<file path="config.mk">
export PLATFORM = sky130hd
export DESIGN_NAME = weight_seq_ctrl
export DESIGN_NICKNAME = d
export VERILOG_FILES = /design/src/rtl/weight_seq_ctrl_pkg.sv /design/src/rtl/weight_seq_ctrl.sv
export SDC_FILE = /design/constraint.sdc
export NUM_CORES = 1
export LEC_CHECK = 0
export BUFFER_PORTS_ARGS = -buffer_cell sky130_fd_sc_hd__buf_2
export CORE_ASPECT_RATIO = 0.75
export CORE_MARGIN = 5
export CORE_UTILIZATION = 25
export DETAILED_ROUTE_END_ITERATION = 10
export PLACE_DENSITY_LB_ADDON = 0.2
export SETUP_SLACK_MARGIN = 0.4
export SLEW_MARGIN = 5
export SYNTH_ARGS = -nofsm -noshare
export SYNTH_HDL_FRONTEND = slang
export SYNTH_SLANG_ARGS = --single-unit
</file>
<file path="constraint.sdc">
create_clock -name clk -period 3.7 [get_ports clk]
set_input_delay 0.37 -clock clk [delete_from_list [all_inputs] [get_ports clk]]
set_output_delay 0.37 -clock clk [all_outputs]
set_load 0.05 [all_outputs]
</file>
<file path="src/rtl/weight_seq_ctrl_pkg.sv">
// weight_seq_ctrl_pkg: shared state encoding and counter sizing for the weight sequencer
package weight_seq_ctrl_pkg;

    typedef enum logic [1:0] {IDLE, RUN, FLUSH} state_t;

    // Element counter needs at least one bit even for a single-weight neuron
    function automatic int cnt_width(input int n);
        return (n <= 2) ? 1 : $clog2(n);
    endfunction

endpackage

</file>
<file path="src/rtl/weight_seq_ctrl.sv">
// weight_seq_ctrl: loads neuron weights from a config bus and streams aligned (x, w) pairs to the MAC
module weight_seq_ctrl
    import weight_seq_ctrl_pkg::*;
#(
    parameter int numWeight    = 3,
    parameter int addressWidth = 10,
    parameter int dataWidth    = 16
) (
    input  logic                    clk,
    input  logic                    rst_n,
    input  logic                    cfg_valid,
    output logic                    cfg_ready,
    input  logic [addressWidth-1:0] cfg_addr,
    input  logic [dataWidth-1:0]    cfg_data,
    output logic                    cfg_err,
    input  logic                    in_valid,
    output logic                    in_ready,
    input  logic [dataWidth-1:0]    in_data,
    output logic                    mem_wen,
    output logic [addressWidth-1:0] mem_wadd,
    output logic [dataWidth-1:0]    mem_win,
    output logic                    mem_ren,
    output logic [addressWidth-1:0] mem_radd,
    input  logic [dataWidth-1:0]    mem_wout,
    output logic                    mac_valid,
    output logic [dataWidth-1:0]    mac_x,
    output logic [dataWidth-1:0]    mac_w,
    output logic                    mac_last,
    output logic                    done,
    output logic                    busy
);

    localparam int CW = cnt_width(numWeight);
    localparam logic [CW-1:0] LAST = CW'(numWeight - 1);
    localparam logic [addressWidth:0] NW = (addressWidth + 1)'(numWeight);

    state_t              state, state_nxt;
    logic [CW-1:0]       cnt, cnt_nxt;
    logic [dataWidth-1:0] x_d, w_hold;
    logic                last_d;
    logic                cfg_acc, in_acc, is_last, in_range;

    // Handshakes, memory port drive and next-state selection
    always_comb begin
        cfg_ready = (state == IDLE);
        in_ready  = (state == IDLE) ? ~cfg_valid : 1'b1;
        cfg_acc   = cfg_valid & cfg_ready;
        in_acc    = in_valid & in_ready;
        is_last   = (cnt == LAST);
        in_range  = ({1'b0, cfg_addr} < NW);
        mem_wen   = cfg_acc & in_range;
        mem_wadd  = cfg_addr;
        mem_win   = cfg_data;
        mem_ren   = in_acc;
        mem_radd  = addressWidth'(cnt);
        state_nxt = state;
        cnt_nxt   = cnt;
        if (in_acc) begin
            cnt_nxt   = is_last ? '0 : cnt + 1'b1;
            state_nxt = is_last ? FLUSH : RUN;
        end else if (state == FLUSH) begin
            state_nxt = IDLE;
        end
    end

    // State, element index, sticky error and the registered output stage
    always_ff @(posedge clk or negedge rst_n) begin
        if (!rst_n) begin
            state     <= IDLE;
            cnt       <= '0;
            cfg_err   <= 1'b0;
            mac_valid <= 1'b0;
            last_d    <= 1'b0;
            x_d       <= '0;
            w_hold    <= '0;
        end else begin
            state     <= state_nxt;
            cnt       <= cnt_nxt;
            cfg_err   <= cfg_err | (cfg_acc & ~in_range);
            mac_valid <= in_acc;
            last_d    <= in_acc & is_last;
            if (in_acc) x_d <= in_data;
            if (mac_valid) w_hold <= mem_wout;
        end
    end

    // Read data arrives the cycle after the accept; hold the last weight when no pair is presented
    assign mac_x    = x_d;
    assign mac_w    = mac_valid ? mem_wout : w_hold;
    assign mac_last = last_d;
    assign done     = last_d;
    assign busy     = (state != IDLE);

endmodule

</file>
==> results summary, run 1 <==
The first-pass GRT wire length is 5.81 mm. The final RePlAce weighted congestion came out at around 0.71. CTS placed an instance of sky130_fd_sc_hd__clkbuf_8 at the clock tree root.

The wire-length estimate of the detail-placed layout is 2.93 mm. The post-route netlist has 69.6% of its cells at a drive strength greater than 1. In this run, synthesis produced a sequential element count of 39. The maximum clock rate came out at 0.476 GHz. The clock insertion delay at the later pin of the skew report is 0.29 ns. In this run the worst hold path is classified as input port to asynchronous set/reset pin. After synthesis, flip-flops and latches occupy ~53% of the total area. The flow ran to the end, and the final reports show no timing, DRC or antenna violations. The number of warnings reported in the yosys synthesis log is 0. The critical path endpoint category is a primary output. Setup repair after global routing left no endpoint under its margin. For this configuration, the core starts out at a cell density of 25.3%. For this block, wires on met1 add up to 1.64 mm.

The number of nets with antenna violations after detailed routing is 0. The post-cts gate resize count is 0. After detailed routing, the number of remaining DRC violations is 0. The first TritonRoute pass finished after 4 iterations. CTS built an H-tree with a depth of 2. The post-synth design cell area is 1840 sq um. The share of the clock period used by the worst path after layout is 56.8%. After layout, the minimum clock period comes to 2.10 ns. The number of buffers inserted for hold repair after clock tree synthesis is 0. The number of cells traversed by the worst register-to-register path is 3. The I/O pin count came out at about 140. The final net count is approximately 270.

The final-report max-slew violation count is 0. The mean routed wirelength per cell is 12.5 microns. The startpoint class of the critical path is a flop. No sink is reached through more buffers than the 2 on the longest clock path.

The floorplan step set the die width to 109 microns. TritonCTS built the clock tree. The smallest hold slack came out at between 0.2 and 0.25 ns. The worst-case IR drop observed on VDD is 0.000302 V. The data required time at the worst endpoint came out at 3.33 ns.

By area the synthesized netlist is led by sky130_fd_sc_hd__dfrtp_1 (53%), sky130_fd_sc_hd__mux2_2 (15%), sky130_fd_sc_hd__buf_4 (14%). The static leakage came out at 1.13 nW. Once the clock tree was built, the setup fixing pass inserted 0 buffers. The number of buffers inserted during clock tree synthesis is 5.

The final cell count without fillers is 308. The initial antenna violation count was 0. The destination of the worst register-to-register timing path is mac_x[13]$_DFFE_PN0P_.

The area growth from synthesis to layout came out at 22.6%. The number of hold violations in the final report is 0. The count of unique library cells instantiated by Yosys is 20.

The row count came out at 27. The number of DRC markers after the initial detailed-route iteration came out at 11. In this run the standard cell core region covers 7260 sq um.

The residual overflow from global routing is 0. The synthesized design devotes to its leading area cell type a little over half of total area. At the pin with the least slew margin, the transition time is 0.898 ns. The relative max-transition margin came out at 40.1%.

The startpoint identified for the worst register-to-register timing path is state[0]$_DFFE_PN0P_. The clock transition at the registers of the reported paths is 0.08 ns. Synthesis handed over a netlist of 133 instances. The number of global-route vias before repair came to 1166.

The arrival time at the worst endpoint is 1.73 ns. The number of diodes is 0. The largest net degree at the start of global routing came out at 40. The final setup skew is 0.00692 ns. The number of maximum-capacitance constraint violations is 0. The type of the worst setup path is flop to primary output. Wire segments on met3 add up to 533 microns in the final route.

Averaged over all synthesized cells, the footprint is about 14 sq um. The number of input and output port buffers inserted came out at 98. After detailed routing, no signal wire sits above met4.

Dividing the detail-routed via count by the number of cells gives ~3.7. Of all nets on the critical path, the largest fanout is 21. The area of the die is 9180 sq um. The met2 wire length came out at 1.62 mm. The die span in y came out at 84.2 microns.

Setup violations remaining at the end of the flow were counted as 0. The ratio of total power to cell area came out at 710 nW/um^2. The post-placement cell count is 300. The clock net in this run drives a total of 39 sinks. After detailed routing, the total wire length is between 3 and 4 mm. The global router's overall resource usage is approximately 8.1%.

For flop-to-flop paths, the worst setup slack is 2.08 ns. Setup total negative slack on the finished layout was measured at 0 ns. Across all layers, the routed design uses 1151 vias. The largest total area in the synthesized netlist belongs to sky130_fd_sc_hd__dfrtp_1.
==> cells in the final DEF (no fill, tap or decap) <==
| cell type | Yosys | layout |
|---|---|---|
| sky130_fd_sc_hd__nor2b_1 | 1 | 1 |
| sky130_fd_sc_hd__mux2_4 | 10 | 10 |
| sky130_fd_sc_hd__or2b_2 | 1 | 1 |
| sky130_fd_sc_hd__conb_1 | 1 | 8 |
| sky130_fd_sc_hd__clkbuf_1 | 0 | 1 |
| sky130_fd_sc_hd__nor4_1 | 2 | 2 |
| sky130_fd_sc_hd__clkinvlp_4 | 0 | 1 |
| sky130_fd_sc_hd__clkinv_2 | 0 | 1 |
| sky130_fd_sc_hd__nand2_1 | 1 | 1 |
| sky130_fd_sc_hd__nor2_1 | 5 | 5 |
| sky130_fd_sc_hd__nand2_4 | 1 | 1 |
| sky130_fd_sc_hd__nand3_1 | 1 | 1 |
| sky130_fd_sc_hd__clkbuf_8 | 0 | 5 |
| sky130_fd_sc_hd__or3b_4 | 1 | 1 |
| sky130_fd_sc_hd__inv_1 | 2 | 2 |
| sky130_fd_sc_hd__a21oi_1 | 1 | 1 |
| sky130_fd_sc_hd__a211oi_1 | 1 | 1 |
| sky130_fd_sc_hd__dfrtp_1 | 39 | 39 |
| sky130_fd_sc_hd__buf_2 | 2 | 98 |
| sky130_fd_sc_hd__a31o_2 | 1 | 1 |
| sky130_fd_sc_hd__nand2b_1 | 1 | 1 |
| sky130_fd_sc_hd__mux2_2 | 25 | 25 |
==> metal layers <==
metal	vias to the layer above	GRT usage [%]
li1	548	-
met1	528	10.2
met2	67	11.9
met3	8	4.30
met4	0	2.41
met5	-	0
==> cell type report <==
class / instances / area [sq um]
Sequential cell: 39 / 976
Clock buffer: 6 / 72.6
Inverter: 2 / 7.51
Clock inverter: 2 / 12.5
Timing Repair Buffer: 98 / 490
Fill cell: 735 / 5010
Tap cell: 101 / 126
Multi-Input combinational cell: 60 / 567
==> sequential cells by signal, indices dropped and copies added (netlist names) <==
register and count:
w_hold 16, done 1, mac_valid 1, cnt 2
mac_x 16, state 2, cfg_err 1
==> kinds of logic after synthesis <==
logic type,share of synthesized area [%]
buf+inv,17.4
flops,53.1
other cells,0.204
simple gates,4.56
mux,23.5
compound gates,1.16
==> report_power, final <==
part | leakage, nW | internal [mW] | switching [mW]
Combinational | 0.634 | 0.206 | 0.530
Sequential | 0.455 | 0.522 | 0.0581
Clock | 0.0412 | 0.132 | 0.150
Total | 1.13 | 0.860 | 0.738
==> stage by stage <==
step                utilization (%)  total power [mW]  setup slack, ns  cell area [sq um]
floorplan                         -              1.24             1.75               1860
global placement               29.8              1.33             1.84               2170
detailed placement             29.8              1.33             1.83               2170
CTS                            31.0              1.63             1.55               2250
global route                   31.0              1.68             1.51               2250
finish                         31.0              1.60             1.60               2250
==> cells in the mapped netlist <==
cell type                  count
sky130_fd_sc_hd__a211oi_1      1
sky130_fd_sc_hd__a21oi_1       1
sky130_fd_sc_hd__a31o_2        1
sky130_fd_sc_hd__buf_12        2
sky130_fd_sc_hd__buf_2         2
sky130_fd_sc_hd__buf_4        35
sky130_fd_sc_hd__conb_1        1
sky130_fd_sc_hd__dfrtp_1      39
sky130_fd_sc_hd__inv_1         2
sky130_fd_sc_hd__mux2_2       25
sky130_fd_sc_hd__mux2_4       10
sky130_fd_sc_hd__nand2_1       1
sky130_fd_sc_hd__nand2_4       1
sky130_fd_sc_hd__nand2b_1      1
sky130_fd_sc_hd__nand3_1       1
sky130_fd_sc_hd__nor2_1        5
sky130_fd_sc_hd__nor2b_1       1
sky130_fd_sc_hd__nor4_1        2
sky130_fd_sc_hd__or2b_2        1
sky130_fd_sc_hd__or3b_4        1
==> worst max-delay path by stage <==
stage                              start       to  slack, ns  cells past startpoint
floorplan           state[0]$_DFFE_PN0P_  mem_wen       1.75                      2
global placement               cfg_valid  mem_ren       1.84                      5
detailed placement             cfg_valid  mem_ren       1.83                      5
CTS                 state[0]$_DFFE_PN0P_  mem_ren       1.55                      4
global route        state[0]$_DFFE_PN0P_  mem_ren       1.51                      4
finish              state[0]$_DFFE_PN0P_  mem_ren       1.60                      4
==> critical path: stages, from the launching register on <==
cell                      delay (ns)
sky130_fd_sc_hd__dfrtp_1        0.42
sky130_fd_sc_hd__or3b_4         0.41
sky130_fd_sc_hd__nand2_4        0.29
sky130_fd_sc_hd__inv_1          0.09
sky130_fd_sc_hd__buf_2          0.22
Note: power is estimated with default switching activity, not from simulation.
==> inputs of run 2 (changes only) <==
==> constraint.sdc (replaced) <==
create_clock -name clk -period 1.8 [get_ports clk]
set_input_delay 0.18 -clock clk [delete_from_list [all_inputs] [get_ports clk]]
set_output_delay 0.18 -clock clk [all_outputs]
set_load 0.05 [all_outputs]
==> results summary, run 2 (synthesis gave the netlist of run 1 again) <==
The die span in y came out at between 80 and 90 microns. The number of DRC markers after the initial detailed-route iteration came out at 34. The row count is 27. The post-layout instance area came out at around 2700 sq um.

The tool flagged a number of max-cap violations equal to 0. In the layout the commonest cells are sky130_fd_sc_hd__buf_2 (78), sky130_fd_sc_hd__dfrtp_1 (38), sky130_fd_sc_hd__mux2_4 (28). Setup violations remaining at the end of the flow were counted as 0. The type of the worst setup path is flop to primary output. The number of buffers inserted during clock tree synthesis came out at 5.

The final critical-path required period is 1.57 ns. In this run, placement finished with an instance count of ~300. After clock tree synthesis, the clock-pin slew on the worst setup and hold paths is 0.09 ns.

The signal on the critical path passes through clkbuf_16, mux2_4, buf_6. The number of nets with antenna violations after detailed routing came out at 0. The fraction of final layout cells sized beyond drive strength 1 came out at 73.8%. The slowest stage of the critical path is the sky130_fd_sc_hd__dfrtp_2 cell. The worst min-delay path category is input port to flop. The final net count came out at slightly below 300. The number of global-route vias before repair came out at around 1400. The largest stage delay on the critical path came out at 0.46 ns. The die covers 9180 sq um. The DRC violation count after routing came out at 0. The clock tree root driver cell is sky130_fd_sc_hd__clkbuf_8. The startpoint class of the critical path is a flop.

The chip width is 109 microns. The placed wire-length estimate after detailed placement came out at 3.20 mm. The pre-CTS setup slack is 0.143 ns. The arrival time at the worst endpoint is between 1 and 1.5 ns. The total negative slack came out at 0 ns. The initial antenna violation count came out at 0. The worst setup slack after layout came out at 0.228 ns. The most frequent standard cell in the layout excluding fill and tap cells is sky130_fd_sc_hd__buf_2. The routed wire length is 4.66 mm. The ratio of total power to cell area is approximately 1400 nW/um^2. The length of the first detailed-routing pass in iterations is 4.

The global router's overall resource usage is under 10%. The clock insertion delay at the later pin of the skew report is just under 0.3 ns. The maximum net fanout on the critical path came out at 5.

TritonCTS built the clock tree. The final-report max-slew violation count was 0. Using the TritonRoute via totals, the vias-per-cell ratio works out to 3.90. Setup repair after global routing could not meet its margin everywhere. The first global-routing pass estimated 6.89 mm of wire.

The final RePlAce weighted congestion came out at about 0.79. The placed instances occupy a cell area of between 2000 and 2500 sq um. The transition time at the pin with the least slew margin is 0.662 ns. The final setup skew is 0.0131 ns. VDD sags by at most between 0.0005 and 0.0006 V. For the worst setup path, the data required time is 1.62 ns.

The dominant delay contributor by cell family on the critical path is flip-flops. Entering global routing, the biggest net connects 29 pins. The flow ran to the end, and the final reports show no timing, DRC or antenna violations. The residual overflow from global routing is 0. The number of diodes came out at 0. In this run the tightest slew margin relative to its limit is a little under three fifths. The worst register-to-register path has a setup slack of 0.26 ns.

The core region is around 7300 sq um. 139 I/O pins were placed. The number of input and output port buffers inserted came out at 98. The buffer depth of the longest clock path came out at 2.

Summed over all cells, the static leakage comes to 1.38 nW. The initial core utilization is 25.3%. Compared with the post-synthesis result, the final layout area differs by 48.0%. The total number of clock tree sinks came out at 39. The share of the clock period used by the worst path after layout came out at 87.3%.

The number of hold violations in the final report came out at 0. The total number of vias is 1288. The H-tree was split into 2 levels.

In the final routed layout, each cell accounts on average for around 14 microns. The buffers plus inverters on the worst setup path came out at 2. The critical path endpoint category is a primary output. The maximum clock rate came out at 0.636 GHz. Leaving out filler cells and counting taps, the final layout contains 330.
## run 2: layout make-up
| cell class | count | area, sq um |
|---|---|---|
| Clock buffer | 7 | 86.3 |
| Clock inverter | 1 | 5.00 |
| Fill cell | 720 | 4540 |
| Inverter | 2 | 7.51 |
| Multi-Input combinational cell | 61 | 673 |
| Sequential cell | 39 | 977 |
| Tap cell | 101 | 126 |
| Timing Repair Buffer | 119 | 843 |
## run 2: report_power, final
| part | switching (mW) | internal [mW] |
|---|---|---|
| combinational | 1.23 | 0.761 |
| sequential | 0.108 | 1.08 |
| clock | 0.301 | 0.309 |
## run 2: path summary, 6_finish.rpt
kind / from / to / cells past startpoint
setup / recovery: mac_valid$_DFF_PN0_ / mac_w[4] / 3
hold / removal: in_data[12] / mac_x[12]$_DFFE_PN0P_ / 2
setup reg to reg: state[1]$_DFFE_PN0P_ / mac_x[11]$_DFFE_PN0P_ / 4
hold reg to reg: cfg_err$_DFF_PN0_ / cfg_err$_DFF_PN0_ / 1
max in group asynchronous: rst_n / mac_x[3]$_DFFE_PN0P_ / 3
min in group asynchronous: rst_n / mac_x[13]$_DFFE_PN0P_ / 2
## run 2: repair_timing
item / CTS / global route
gates resized for setup: 50 / 14
hold buffers: 1 / 0
setup endpoints to repair: 38 / 41
endpoints found under the hold margin: 26 / 0
pin swaps: 3 / 1
setup buffers: 12 / 4
gates cloned: 1 / 1
## run 2: through the flow
step,utilization (%),total power [mW],hold WS [ns]
finish,37.4,3.78,0.120
global route,37.4,3.97,0.100
CTS,36.1,3.71,0.110
detailed placement,30.9,2.81,0.256
global placement,30.9,2.81,0.262
floorplan,-,2.60,-0.116
## run 2: layer usage
metal | routed length, microns | vias to the layer above | track usage (%)
li1 | - | 590 | -
met1 | 2000 | 615 | 12.7
met2 | 2120 | 71 | 13.8
met3 | 491 | 12 | 5.15
met4 | 43 | 0 | 2.98
met5 | 0 | - | 0
